===== src/rtl/mux_arbiter4.sv =====
// rtl/mux_arbiter4.sv - round-robin arbiter driving a 4:1 mux select with tenure-limited preemption
module mux_arbiter4 #(
  parameter int HOLD = 4
) (
  input  logic       clk,
  input  logic       reset,
  input  logic [3:0] req,
  input  logic [3:0] in,
  output logic [3:0] grant,
  output logic [1:0] select,
  output logic       valid,
  output logic       out,
  output logic [9:0] LED
);

  typedef enum logic {IDLE = 1'b0, GRANT = 1'b1} state_t;

  localparam logic [3:0] HOLD_C = 4'(HOLD);

  state_t     state, state_nx;
  logic [1:0] owner, owner_nx;
  logic [1:0] last, last_nx;
  logic [3:0] cnt, cnt_nx;
  logic [1:0] winner;
  logic       others;

  // Search last+1, last+2, last+3, last; the lowest offset with req set wins.
  function automatic logic [1:0] rr_pick(input logic [3:0] r, input logic [1:0] l);
    logic [1:0] idx;
    rr_pick = l;
    for (int k = 4; k >= 1; k--) begin
      idx = l + 2'(k);
      if (r[idx]) rr_pick = idx;
    end
  endfunction

  always_comb begin
    winner = rr_pick(req, last);
    others = |(req & ~(4'b0001 << owner));
  end

  always_ff @(posedge clk or posedge reset) begin
    if (reset) begin
      state  <= IDLE;
      owner  <= 2'd0;
      last   <= 2'd3;
      cnt    <= 4'd0;
      grant  <= 4'd0;
      select <= 2'd0;
      valid  <= 1'b0;
    end else begin
      state  <= state_nx;
      owner  <= owner_nx;
      last   <= last_nx;
      cnt    <= cnt_nx;
      grant  <= (state_nx == GRANT) ? (4'b0001 << owner_nx) : 4'd0;
      select <= owner_nx;
      valid  <= (state_nx == GRANT);
    end
  end

  always_comb begin
    state_nx = state;
    owner_nx = owner;
    last_nx  = last;
    cnt_nx   = cnt;
    case (state)
      IDLE: begin
        if (|req) begin
          state_nx = GRANT;
          owner_nx = winner;
          last_nx  = winner;
          cnt_nx   = 4'd1;
        end
      end
      GRANT: begin
        if (!req[owner]) begin
          // Release hands straight to the next requester, no idle bubble.
          if (|req) begin
            owner_nx = winner;
            last_nx  = winner;
            cnt_nx   = 4'd1;
          end else begin
            state_nx = IDLE;
          end
        end else if (cnt >= HOLD_C && others) begin
          owner_nx = winner;
          last_nx  = winner;
          cnt_nx   = 4'd1;
        end else if (cnt < HOLD_C) begin
          cnt_nx = cnt + 4'd1;
        end
      end
      default: state_nx = IDLE;
    endcase
  end

  always_comb begin
    out = valid ? in[select] : 1'b0;
    LED = {select, grant, req};
  end

endmodule


===== config.mk =====
export PLATFORM = sky130hd
export DESIGN_NAME = mux_arbiter4
export DESIGN_NICKNAME = d
export VERILOG_FILES = /design/src/rtl/mux_arbiter4.sv
export SDC_FILE = /design/constraint.sdc
export NUM_CORES = 1
export LEC_CHECK = 0
export ABC_AREA = 1
export CAP_MARGIN = 10
export CORE_ASPECT_RATIO = 0.75
export CORE_MARGIN = 2
export CORE_UTILIZATION = 46
export CTS_CLUSTER_SIZE = 16
export DETAILED_ROUTE_END_ITERATION = 8
export PLACE_DENSITY_LB_ADDON = 0.08
export SKIP_CTS_REPAIR_TIMING = 1
export SKIP_LAST_GASP = 1
export SLEW_MARGIN = 5
export SYNTH_ARGS = -nofsm -noshare
export SYNTH_HDL_FRONTEND = slang
export SYNTH_SLANG_ARGS = --single-unit

===== constraint.sdc =====
create_clock -name clk -period 1.7 [get_ports clk]
set_input_delay 0.255 -clock clk [delete_from_list [all_inputs] [get_ports clk]]
set_output_delay 0.255 -clock clk [all_outputs]
set_load 0.02 [all_outputs]

==> results of run 1 <==
-- worst max-delay path, stage by stage (launching register included) --
cell	delay (ps)
dfrtp_2	450
nand2_2	90
buf_6	100
nand2_2	40
o21ai_1	70
nor2_1	70
nor2_2	230
buf_4	150
nand3_1	70
nand2_1	90
nand2_1	70
nand2_1	90
nor2_1	50
-- worst max path at each step --
stage,startpoint,to,slack [ps]
after floorplan,owner[1]$_DFF_PP0_,cnt[0]$_DFFE_PP0P_,130
after global placement,req[3],grant[0]$_DFF_PP0_,-130
after detailed placement,req[3],grant[2]$_DFF_PP0_,-160
after CTS,owner[1]$_DFF_PP0_,out,-320
after global routing,owner[1]$_DFF_PP0_,grant[2]$_DFF_PP0_,-120
final,owner[0]$_DFF_PP0_,grant[2]$_DFF_PP0_,20
-- per-stage QoR --
stage	power [mW]	hold WS, ps	cells
2_1_floorplan	1.766	130.5	140
3_3_place_gp	2.236	459.5	191
3_5_place_dp	2.278	487.0	191
4_1_cts	2.461	303.5	195
5_1_grt	3.043	337.3	201
6_report	2.783	294.3	201
-- per-layer routing --
| layer | part of all wire [%] | vias to the layer above | track usage [%] |
|---|---|---|---|
| li1 | - | 500 | - |
| met1 | 48 | 433 | 23.40 |
| met2 | 47 | 24 | 28.33 |
| met3 | 5.3 | 2 | 6.098 |
| met4 | 0.14 | 0 | 1.463 |
| met5 | 0 | - | 0 |
-- cell families (layout without fill, tap and decap cells) --
kind of cell | after synthesis | after routing | share of synthesized area (%)
buffers and inverters | 35 | 72 | 19.35
AOI/OAI and AO/OA | 16 | 16 | 10.96
DFF | 13 | 13 | 35.45
adders and majority gates | 1 | 1 | 1.353
and+or+nand+nor | 75 | 75 | 32.88
-- final cells by class --
cell class                      count  area [um2]
Clock buffer                        4       26.28
Fill cell                         157       551.8
Inverter                           23       88.84
Multi-Input combinational cell     92       475.5
Sequential cell                    13       330.3
Tap cell                           24       30.03
Timing Repair Buffer               45       441.7
-- Yosys cell counts --
master,count
a31oi_1,1
nor2_1,10
o21ai_0,2
buf_4,12
ha_1,1
o21ai_2,1
nand3_1,10
nor2_2,2
inv_2,7
a21oi_1,4
dfrtp_1,11
nand2_2,1
inv_4,1
o22ai_1,2
inv_1,15
dfstp_2,2
o21ai_4,1
nand4_1,1
nand2_1,51
o21ai_1,4
a22oi_1,1
-- sequential cells by signal, indices dropped and copies added, names as in the netlist --
signal / cells
last: 2
grant: 4
owner: 2
cnt: 4
state: 1
-- power by group through the flow --
| stage | Sequential (mW) | Clock (mW) | Combinational [mW] |
|---|---|---|---|
| after floorplan | 0.609 | 0 | 1.16 |
| after global placement | 0.576 | 0 | 1.66 |
| after detailed placement | 0.581 | 0 | 1.70 |
| after CTS | 0.575 | 0.184 | 1.70 |
| after global routing | 0.599 | 0.207 | 2.24 |
| final | 0.580 | 0.176 | 2.03 |
-- cell usage in the layout, fill, tap and decap left out, types with 2 or more instances in the layout --
cell / Yosys / final
inv_1: 15 / 14
nand2_1: 51 / 34
buf_6: 0 / 5
nand2_2: 1 / 18
dfstp_2: 2 / 2
o21ai_1: 4 / 3
nor2_1: 10 / 9
a21oi_1: 4 / 3
nand3_1: 10 / 9
clkdlybuf4s50_1: 0 / 20
nor2_2: 2 / 3
o21ai_0: 2 / 2
clkbuf_4: 0 / 3
dfrtp_1: 11 / 9
o21ai_2: 1 / 2
inv_2: 7 / 8
dlymetal6s2s_1: 0 / 7
buf_4: 12 / 13
dfrtp_2: 0 / 2
o22ai_1: 2 / 2
==> out/metrics.cfg, run 1 <==
[detailed_routing]
route.vias.total = 959
dr.pass1.iters = 4
ant_nets = 0
wire_per_inst_um = 10.34
avgViaCountPerCell = 4.771
wl_um = 2079
post-route-drc-count = 0
drt_iter0_drc = 26

[power]
p_leak_nw = 0.7729
internal_power_mw = 1.450
seq_power_share_pct = 20.9
vdd.ir_drop.worst_v = 0.001313
p_clk_share_pct = 6.3
switching_share_pct = 47.89
power.density_nw_per_um2 = 1998
power_frac_comb_pct = 72.8
p_switching_mw = 1.333

[logic_synthesis]
synth.avg_cell_area_um2 = 6.605
synthCells = 140
ys_warn_count = 0
yosysTopAreaCell = dfrtp_1
yosys-top-cells-area = dfrtp_1 (30%), nand2_1 (21%), buf_4 (9.7%)
ys_types = 21
synth_nets = 151
yosys.area.top_type_share_pct = 29.77
ys_seq_area_share_pct = 35.45
ys_ff_latch = 13
synth_area_um2 = 924.6

[setup_path]
start_kind = flip-flop
critPathRequiredTime_ps = 1860
rr_worst_depth = 12
rrSetupSlack_ps = 20
rr_endpoint = grant[2]$_DFF_PP0_
r2r-start = owner[0]$_DFF_PP0_
cp-end-kind = flip-flop
crit_type = reg2reg
critPathMaxFanout = 5
arrival_ps = 1840

[outcome]
status = finished, final reports clean

[floorplanning]
rows = 14
core-area_um2 = 1944
die-area_um2 = 2388
initial_utilization_pct = 47.55
dieHeight_um = 42.83
dieWidth_um = 55.77
ioPinCount = 28

[finish]
antenna_cells = 0
utilization_pct = 71.62
syn2layout_area_growth_pct = 50.61
design_area_um2 = 1393
drive_above_1_share_pct = 33.90
fin_nets = 189

[global_routing]
track_usage_pct = 17.39
grt_pass1_vias = 826
antenna_found_initial = 0
grt_max_degree = 14
grt.overflow.total = 0
grt_pass1_wl_um = 3312

[sta]
tightest_slew_ps = 458.2
finalHoldViolCount = 0
setup_ws_ps = 19.67
rsz0062_at_grt = yes
setup-tns-final_ps = 0
period_share_pct = 98.84
drv_slew = 0
relSlewSlack_pct = 69.42
final.setup_skew_ps = 2.665
max_freq_mhz = 595.1
period_needed_ps = 1680
setup_viol = 0

[clocking]
path_clk_slew_ps = 70
htree_levels = 1
cts_sinks = 13
clk_latency_ps = 260
root_buffer = clkbuf_4
cts_tree = done
clockBufferDepth = 2
cts_made_buffers = 3

[place]
dpl-instance-area_um2 = 1225
post-place-ws_ps = -158.8
portBuffers = 27
place.gp.congestion = 0.7966
dpl.hpwl_um = 1591

[hold_path]
hold_class = in2async

[flow_run]
cap_violations = 0

Note: power is estimated with default switching activity, not from simulation.
==> inputs of run 2 (changes only) <==
ABC_CLOCK_PERIOD_IN_PS = 1700   (was unset)
==> results of run 2 <==
Final layout, timing and power as in run 1 (identical DEF).
==> inputs of run 3 (changes only) <==
GPL_TIMING_DRIVEN = 0   (was unset)
==> run 3 against run 2 <==
Effect of this change:
- the flow now finishes with violations (negative setup slack)
- clock skew about the same
- largest cell class unchanged
- sequential share of layout area fell by 2.1 points
- hold slack worse by 7.2 ps
- design area grew 9.4%
- final cell count is 2.5% higher
- highest routed layer unchanged
- via count grew 7.1%
- total power grew 14%
==> out/metrics.cfg, run 3 (same netlist as run 1, synthesis figures left out) <==
[global_routing]
antenna_found_initial = 0  ; unchanged
grt_pass1_vias = 798  ; was 826
grt_pass1_wl_um = 3167  ; was 3312 um
grt_max_degree = 14  ; unchanged
track_usage_pct = 16.94  ; was 17.39%
grt.overflow.total = 0  ; unchanged

[clocking]
clk_latency_ps = 270  ; was 260 ps
path_clk_slew_ps = 70  ; about the same
root_buffer = clkbuf_4  ; unchanged
cts_tree = done  ; unchanged
cts_made_buffers = 3  ; unchanged
cts_sinks = 13  ; unchanged
htree_levels = 1  ; unchanged
clockBufferDepth = 2  ; unchanged

[sta]
rsz0062_at_grt = yes  ; unchanged
setup_ws_ps = -58.81  ; was 19.67 ps
tightest_slew_ps = 454.1  ; was 458.2 ps
period_share_pct = 103.5  ; was 98.84%
max_freq_mhz = 568.6  ; was 595.1 MHz
relSlewSlack_pct = 69.69  ; was 69.42%
period_needed_ps = 1759  ; was 1680 ps
setup_viol = 4  ; was 0
finalHoldViolCount = 0  ; unchanged
drv_slew = 0  ; unchanged
final.setup_skew_ps = 2.840  ; was 2.665 ps

[finish]
fin_nets = 194  ; was 189
stdcell_count = 206  ; was 201
antenna_cells = 0  ; unchanged
largestRegisters = cnt: 4 flops, grant: 4 flops  ; unchanged
syn2layout_area_growth_pct = 64.82  ; was 50.61%
utilization_pct = 78.38  ; was 71.62%
final_common_cell = nand2_2  ; was nand2_1
drive_above_1_share_pct = 46.70  ; was 33.90%
design_area_um2 = 1524  ; was 1393 um2
final_cell_mix = nand2_2 (23), nand2_1 (22), buf_4 (20), clkdlybuf4s50_1 (20), inv_1 (14)  ; was nand2_1 (34), clkdlybuf4s50_1 (20), nand2_2 (18)

[setup_path]
cp-end-kind = flip-flop  ; unchanged
crit_type = reg2reg  ; unchanged
arrival_ps = 1960  ; was 1840 ps
max_stage_delay_ps = 560  ; was 450 ps
cp-startpoint = last[0]$_DFFE_PP1P_  ; was owner[0]$_DFF_PP0_
critPathMaxFanout = 6  ; was 5
cp_num_buf_inv = 3  ; was 2
critPathTopFamily = simple AND/OR/NAND/NOR gates  ; unchanged
slowest_stage = dfstp_2  ; was dfrtp_2
crit_chain = buf_6, inv_8, nand2_1, nand3_1, nand2_2, inv_2, nand2_2, nand2_2, nand2_4, nand3_2, nand2_2, nand3_2, nor2_2  ; was nand2_2, buf_6, nand2_2, o21ai_1, nor2_1, nor2_2, buf_4, nand3_1, nand2_1, nand2_1, nand2_1, nor2_1
critPathRequiredTime_ps = 1900  ; was 1860 ps
crit_top_cell = nand2_2  ; was nand2_1
r2r-start = last[0]$_DFFE_PP1P_  ; was owner[0]$_DFF_PP0_
start_kind = flip-flop  ; unchanged

[detailed_routing]
route.vias.total = 1027  ; was 959
dr.pass1.iters = 4  ; unchanged
post-route-drc-count = 0  ; unchanged
wire_per_inst_um = 12.23  ; was 10.34 um
ant_nets = 0  ; unchanged
wl_um = 2519  ; was 2079 um
drt_iter0_drc = 28  ; was 26
avgViaCountPerCell = 4.985  ; was 4.771

[power]
p_leak_nw = 0.8340  ; was 0.7729 nW
vdd.ir_drop.worst_v = 0.001489  ; was 0.001313 V
switching_share_pct = 50.10  ; was 47.89%
power.density_nw_per_um2 = 2090  ; was 1998 nW/um2
internal_power_mw = 1.589  ; was 1.450 mW
seq_power_share_pct = 17.7  ; was 20.9%
p_clk_share_pct = 5.6  ; was 6.3%
fin_total_pwr_mw = 3.185  ; was 2.783 mW
power_frac_comb_pct = 76.7  ; was 72.8%
p_switching_mw = 1.596  ; was 1.333 mW

[floorplanning]
dieWidth_um = 55.77  ; unchanged
rows = 14  ; unchanged
ioPinCount = 28  ; unchanged
die-area_um2 = 2388  ; unchanged
core-area_um2 = 1944  ; unchanged
initial_utilization_pct = 47.55  ; unchanged
dieHeight_um = 42.83  ; unchanged

[place]
post-place-ws_ps = -223.3  ; was -158.8 ps
post-place-cells = 191  ; unchanged
place.gp.congestion = 0.8524  ; was 0.7966
dpl.hpwl_um = 1625  ; was 1591 um
portBuffers = 27  ; unchanged
dpl-instance-area_um2 = 1225  ; unchanged

[flow_run]
cap_violations = 0  ; unchanged

[outcome]
violations = negative setup slack
status = finished with violations  ; was finished, final reports clean

[hold_path]
hold_class = in2async  ; unchanged

## run 3: cell count changes in the layout (fill, tap and decap cells not counted), sizes merged
cell,change
clkbuf,+1
buf,+5
dlymetal6s2s,-1
## run 3: per-stage QoR
step | TNS (ps) | hold WS (ps)
final | -203.3 | 287.1
after global routing | -976.6 | 345.4
after CTS | -952.5 | 294.9
after detailed placement | -1616 | 468.0
after global placement | -1119 | 459.3
after floorplan | 0 | 130.5
## run 3: layout make-up
cell class / instances / area (um2)
sequential: 13 / 329.1
clock buffer: 4 / 26.28
multi-input combinational: 92 / 571.8
timing repair buffer: 38 / 375.4
fill: 124 / 420.4
buffer: 12 / 97.59
inverter: 23 / 93.84
tap: 24 / 30.03
## run 3: per-layer routing
layer	vias up	share of wire [%]	global-route usage, %
met2	34	50	30.24
met5	-	0	0
li1	505	-	-
met1	482	43	19.96
met3	6	5.3	5.488
met4	0	1.8	3.902
## run 3: worst register-to-register path: stages (launching register included)
cell and delay, ps:
dfstp_2 560, buf_6 140, inv_8 50, nand2_1 80, nand3_1 100, nand2_2 90
inv_2 40, nand2_2 70, nand2_2 60, nand2_4 70, nand3_2 70, nand2_2 100
nand3_2 120, nor2_2 130
## run 3: power by group through the flow
stage	Clock, mW	Combinational [mW]	Sequential (mW)
2_1_floorplan	0	1.16	0.609
3_3_place_gp	0	1.66	0.547
3_5_place_dp	0	1.70	0.556
4_1_cts	0.184	1.71	0.550
5_1_grt	0.201	2.64	0.576
6_report	0.177	2.44	0.564
## run 3: final timing paths
path / to / slack (ps) / cells after the start
min in group clk: cnt[1]$_DFFE_PP0P_ / 480 / 2
max: grant[3]$_DFF_PP0_ / -60 / 13
max reg2reg: grant[3]$_DFF_PP0_ / -60 / 13
min: grant[2]$_DFF_PP0_ / 290 / 2
max in group asynchronous: owner[0]$_DFF_PP0_ / 1070 / 2
min reg2reg: cnt[1]$_DFFE_PP0P_ / 480 / 2
